### src/rtl/serial_frame_tx.sv
// Parallel-to-serial frame transmitter: start bit, WIDTH data bits, stop bit,
// each held for BIT_CYCLES clocks. Line idles high; all outputs registered.
module serial_frame_tx #(
  parameter int unsigned WIDTH      = 8,
  parameter int unsigned BIT_CYCLES = 4,
  parameter bit          LSB_FIRST  = 1'b1
) (
  input  logic             clk,
  input  logic             rst_n,
  input  logic [WIDTH-1:0] din,
  input  logic             din_valid,
  output logic             din_ready,
  output logic             dout,
  output logic             busy,
  output logic             done
);

  localparam int unsigned   CW       = (BIT_CYCLES > 1) ? $clog2(BIT_CYCLES) : 1;
  localparam int unsigned   IW       = (WIDTH > 1) ? $clog2(WIDTH) : 1;
  localparam logic [CW-1:0] CNT_LAST = CW'(BIT_CYCLES - 1);
  localparam logic [IW-1:0] IDX_LAST = IW'(WIDTH - 1);

  typedef enum logic [1:0] {IDLE, START, DATA, STOP} state_t;

  state_t           state_q, state_d;
  logic [CW-1:0]    cnt_q, cnt_d, cnt_adv;
  logic [IW-1:0]    idx_q, idx_d;
  logic [WIDTH-1:0] sh_q, sh_d, sh_next;
  logic             dout_q, dout_d;
  logic             ready_q, ready_d;
  logic             busy_q, busy_d;
  logic             done_q, done_d;
  logic             bit_end;
  logic             first_bit;

  always_ff @(posedge clk or negedge rst_n) begin
    if (!rst_n) begin
      state_q <= IDLE;
      cnt_q   <= '0;
      idx_q   <= '0;
      sh_q    <= '0;
      dout_q  <= 1'b1;
      ready_q <= 1'b0;
      busy_q  <= 1'b0;
      done_q  <= 1'b0;
    end else begin
      state_q <= state_d;
      cnt_q   <= cnt_d;
      idx_q   <= idx_d;
      sh_q    <= sh_d;
      dout_q  <= dout_d;
      ready_q <= ready_d;
      busy_q  <= busy_d;
      done_q  <= done_d;
    end
  end

  // The next bit to send always sits at the outgoing end of the shift register;
  // it is presented on dout and shifted out on the same edge.
  always_comb begin
    bit_end   = (cnt_q == CNT_LAST);
    cnt_adv   = bit_end ? '0 : cnt_q + CW'(1);
    first_bit = LSB_FIRST ? sh_q[0] : sh_q[WIDTH-1];
    sh_next   = LSB_FIRST ? (sh_q >> 1) : (sh_q << 1);
  end

  always_comb begin
    state_d = state_q;
    cnt_d   = cnt_q;
    idx_d   = idx_q;
    sh_d    = sh_q;
    dout_d  = dout_q;
    ready_d = ready_q;
    busy_d  = busy_q;
    done_d  = 1'b0;
    unique case (state_q)
      IDLE: begin
        if (din_valid && ready_q) begin
          state_d = START;
          sh_d    = din;
          cnt_d   = '0;
          ready_d = 1'b0;
          busy_d  = 1'b1;
          dout_d  = 1'b0;
        end else begin
          ready_d = 1'b1;
        end
      end
      START: begin
        cnt_d = cnt_adv;
        if (bit_end) begin
          state_d = DATA;
          idx_d   = '0;
          dout_d  = first_bit;
          sh_d    = sh_next;
        end
      end
      DATA: begin
        cnt_d = cnt_adv;
        if (bit_end) begin
          if (idx_q == IDX_LAST) begin
            state_d = STOP;
            dout_d  = 1'b1;
          end else begin
            idx_d  = idx_q + IW'(1);
            dout_d = first_bit;
            sh_d   = sh_next;
          end
        end
      end
      STOP: begin
        cnt_d = cnt_adv;
        if (bit_end) begin
          state_d = IDLE;
          busy_d  = 1'b0;
          ready_d = 1'b1;
          done_d  = 1'b1;
        end
      end
      default: state_d = IDLE;
    endcase
  end

  assign din_ready = ready_q;
  assign dout      = dout_q;
  assign busy      = busy_q;
  assign done      = done_q;

endmodule

### config.mk
export PLATFORM = sky130hd
export DESIGN_NAME = serial_frame_tx
export DESIGN_NICKNAME = d
export VERILOG_FILES = /design/src/rtl/serial_frame_tx.sv
export SDC_FILE = /design/constraint.sdc
export NUM_CORES = 1
export LEC_CHECK = 0
export CORE_MARGIN = 8
export CORE_UTILIZATION = 48
export CTS_CLUSTER_SIZE = 10
export DETAILED_ROUTE_END_ITERATION = 6
export PLACE_DENSITY = 0.83
export SKIP_LAST_GASP = 1
export SLEW_MARGIN = 20
export SYNTH_ARGS = -nofsm -noshare
export SYNTH_HDL_FRONTEND = slang
export SYNTH_SLANG_ARGS = --single-unit
### constraint.sdc
create_clock -name clk -period 1.9 [get_ports clk]
set_clock_uncertainty 0.15 [all_clocks]
set_input_delay 0.285 -clock clk [delete_from_list [all_inputs] [get_ports clk]]
set_output_delay 0.285 -clock clk [all_outputs]
set_load 0.02 [all_outputs]
==> run_results.csv <==
group,metric,value,unit
cts,cts_hold_buffers,0,
placed_design,placed_cell_area,0.00138,mm2
power,p_per_area,1910,mW/mm2
global_routing,grtUsageMet2,19.3,%
critical_path,critPathRequiredTime,1.94,ns
cts,clk_latency,0.31,ns
outcome,status,"complete, but fails checks",
logic_synthesis,synth_area,0.00108,mm2
logic_synthesis,ys_ff_latch,19,
critical_path,cp.arrival,2.02,ns
sta,relSlewSlack,67.1,%
routing,vias,755,
final_layout,finalNonFillerCells,148,
floorplan,rows,17,
routing,vias_per_cell,5.10,
worst_hold_path,hold_path_class,"in -> async",
job,cap_viol_max_count,0,
placed_design,dpl.hpwl,1690,um
global_routing,grt_busiest_layer,"met2",
cts,cts_root_buf,"clkbuf_4",
final_layout,layout.nets,142,
final_layout,final_layout_size_suffix_gt1_share,40.8,%
sta,hold_viol_final,0,
logic_synthesis,synthesis.nets,108,
routing,routed_wl,2160,um
sta,setup_violations,8,
global_routing,overflow,0,
floorplan,io_pins,15,
global_routing,met1_usage,13.7,%
sta,maxSlewViolCount,0,
sta,finalCriticalPeriod,1.98,ns
cts,clk_pin_slew,0.12,ns
critical_path,cp-end-kind,"flip-flop",
floorplan,die_width,63.5,um
sta,hold_ws,0.143,ns
logic_synthesis,syn_inst,87,
critical_path,crit_type,"reg -> reg",
sta,fin_crit_sh,104,%
floorplan,core-area,0.00217,mm2
logic_synthesis,synth_warnings,0,
logic_synthesis,avgSynthCellArea,12.5,um2
placed_design,portBuffers,14,
cts,cts.sinks,19,
logic_synthesis,yosysSeqAreaShare,43.9,%
routing,drcViolationCount,0,
final_layout,final_cell_area,0.00144,mm2
global_routing,grt_max_degree,12,
global_routing,grt_first_pass_wirelength,3860,um
global_routing,grt_pass1_vias,839,
routing,dr.pass1.iters,4,
routing,drt_iter0_markers,20,
routing,drtAntennaViolNets,0,
floorplan,initial_core_util,50.0,%
cts,cts_made_buffers,3,
placed_design,placedCellCount,142,
global_routing,grt.met3_usage,3.00,%
sta,worstMarginPinSlew,0.491,ns
cts,htree_levels,1,
power,ir_drop,1.11,mV
floorplan,die-area,0.00404,mm2
sta,rsz0062_at_grt,"true",
placed_design,gp_congestion,0.785,
logic_synthesis,synth_cell_types,26,
placed_design,post-place-ws,-0.0810,ns
critical_path,worst_setup_path_start_kind,"flip-flop",
sta,max_freq,0.504,GHz
final_layout,num_antenna_cells,0,
power,p_leak,0.694,nW
routing,wl_per_cell,14.6,um
critical_path,worstPathMaxFanout,8,
cts,cts_tree,"built",
sta,setup_ws,-0.0832,ns
final_layout,areaGrowthSynthToFinish,32.5,%
outcome,violations,"negative setup slack",
global_routing,grt_antenna_before_repair,0,
cts,cts_buffer_depth,2,
floorplan,fp.dieH,63.5,um
global_routing,track_usage,11.5,%
==> where the power goes <==
| group | switching, mW | internal [mW] |
|---|---|---|
| combinational | 0.710 | 1.09 |
| clock | 0.129 | 0.0785 |
| sequential | 0.132 | 0.608 |
==> per-layer routing <==
layer	wire, um	vias to the layer above	part of all wire, %
met2	1110	13	52
met1	924	372	43
li1	-	368	-
met4	23	0	1.1
met5	0	-	0
met3	92	2	4.3
==> critical path: stages (launching register included) <==
cell      delay [ns]
dfrtp_2         0.44
inv_2           0.07
ha_2            0.18
o21ba_4         0.21
a2111o_1        0.35
buf_6           0.16
mux2_4          0.30
==> cell type report <==
type	count	area, um2
repair buffers	31	274
flip-flops and latches	19	478
clock inverters	1	5.00
inverters	7	26.3
fillers	178	732
multi-input cells	59	597
clock buffers	3	22.5
well taps	28	35.0
==> kinds of logic (layout without fill, tap and decap cells) <==
family                   count (synthesis)  in the layout  synth area share (%)
buffers and inverters                    9             42                  3.81
flip-flops                              19             19                  43.9
AND/OR/NAND/NOR                         17             17                  8.30
multiplexers                            22             22                  25.1
AO/OA/AOI/OAI                           10             10                  7.27
adder cells (fa/ha/maj)                 10             10                  11.5
==> per-stage QoR <==
| stage | setup TNS, ns | total power, mW | util (%) |
|---|---|---|---|
| after global placement | -0.326 | 2.38 | 63.7 |
| after detailed placement | -0.601 | 2.49 | 63.7 |
| after CTS | -0.640 | 2.71 | 65.2 |
| final | -0.572 | 2.75 | 66.3 |
| after global routing | -1.21 | 2.98 | 66.3 |
| after floorplan | -0.136 | 1.98 | - |
==> path summary, 6_finish.rpt <==
check / end / slack [ns] / startpoint / cells past startpoint
max in group asynchronous: idx_q[0]$_DFFE_PN0P_ / 0.93 / rst_n / 2
min in group clk: sh_q[3]$_DFFE_PN0P_ / 0.37 / sh_q[3]$_DFFE_PN0P_ / 1
worst max-delay path: sh_q[4]$_DFFE_PN0P_ / -0.08 / state_q[1]$_DFFE_PN0P_ / 6
worst min-delay path: sh_q[6]$_DFFE_PN0P_ / 0.14 / rst_n / 1
worst max register to register: sh_q[4]$_DFFE_PN0P_ / -0.08 / state_q[1]$_DFFE_PN0P_ / 6
worst min register to register: sh_q[3]$_DFFE_PN0P_ / 0.37 / sh_q[3]$_DFFE_PN0P_ / 1
==> registers in the layout, summed over array words and instances (netlist names) <==
register and flops:
sh_q 8, idx_q 3, cnt_q 2, state_q 2
busy 1, din_ready 1, done 1, dout 1
==> repair_timing <==
item                       in CTS  in global routing
setup endpoints to repair       8                 12
hold endpoints to repair        0                  0
setup buffers                   0                  2
resized for setup               1                  2
==> synthesized netlist by cell type <==
cell type / number / area share, %
nor2_1: 3 / 1.0
a21boi_1: 1 / 0.69
nand2b_1: 1 / 0.58
a2111o_1: 1 / 1.0
inv_1: 7 / 2.4
nand2_1: 6 / 2.1
dfstp_2: 1 / 2.4
o22ai_1: 1 / 0.58
nor3_1: 1 / 0.46
o21ai_0: 2 / 0.92
dfrtp_1: 18 / 42
o32a_1: 1 / 0.92
nor2b_1: 3 / 1.7
buf_1: 1 / 0.35
o21ba_2: 1 / 0.92
mux2_4: 8 / 11
ha_1: 10 / 12
o2bb2ai_1: 1 / 0.81
mux2i_1: 4 / 3.7
a21boi_0: 1 / 0.69
o31ai_1: 1 / 0.69
mux2_2: 10 / 10
and2_1: 1 / 0.58
buf_6: 1 / 1.0
nand3_1: 1 / 0.46
nor4b_2: 1 / 1.4
==> cells in the final DEF, fill, tap and decap left out <==
master,instances
dfrtp_1,17
buf_4,16
clkdlybuf4s50_1,13
mux2_2,10
mux2_4,8
ha_1,7
nand2_1,6
inv_1,5
mux2i_1,4
nor2b_1,3
nor2_1,3
clkbuf_4,3
inv_2,2
o21ai_0,2
ha_2,2
and2_1,1
a21boi_1,1
o31ai_1,1
o21ba_4,1
a2111o_1,1
nand2b_1,1
nor4b_2,1
nand3_1,1
o22ai_2,1
a21boi_0,1
nor3_1,1
o32a_1,1
o2bb2ai_1,1
ha_4,1
clkinv_2,1
dfstp_2,1
dlymetal6s2s_1,1
buf_6,1
dfrtp_2,1
Power figures use the tool's default switching activity.
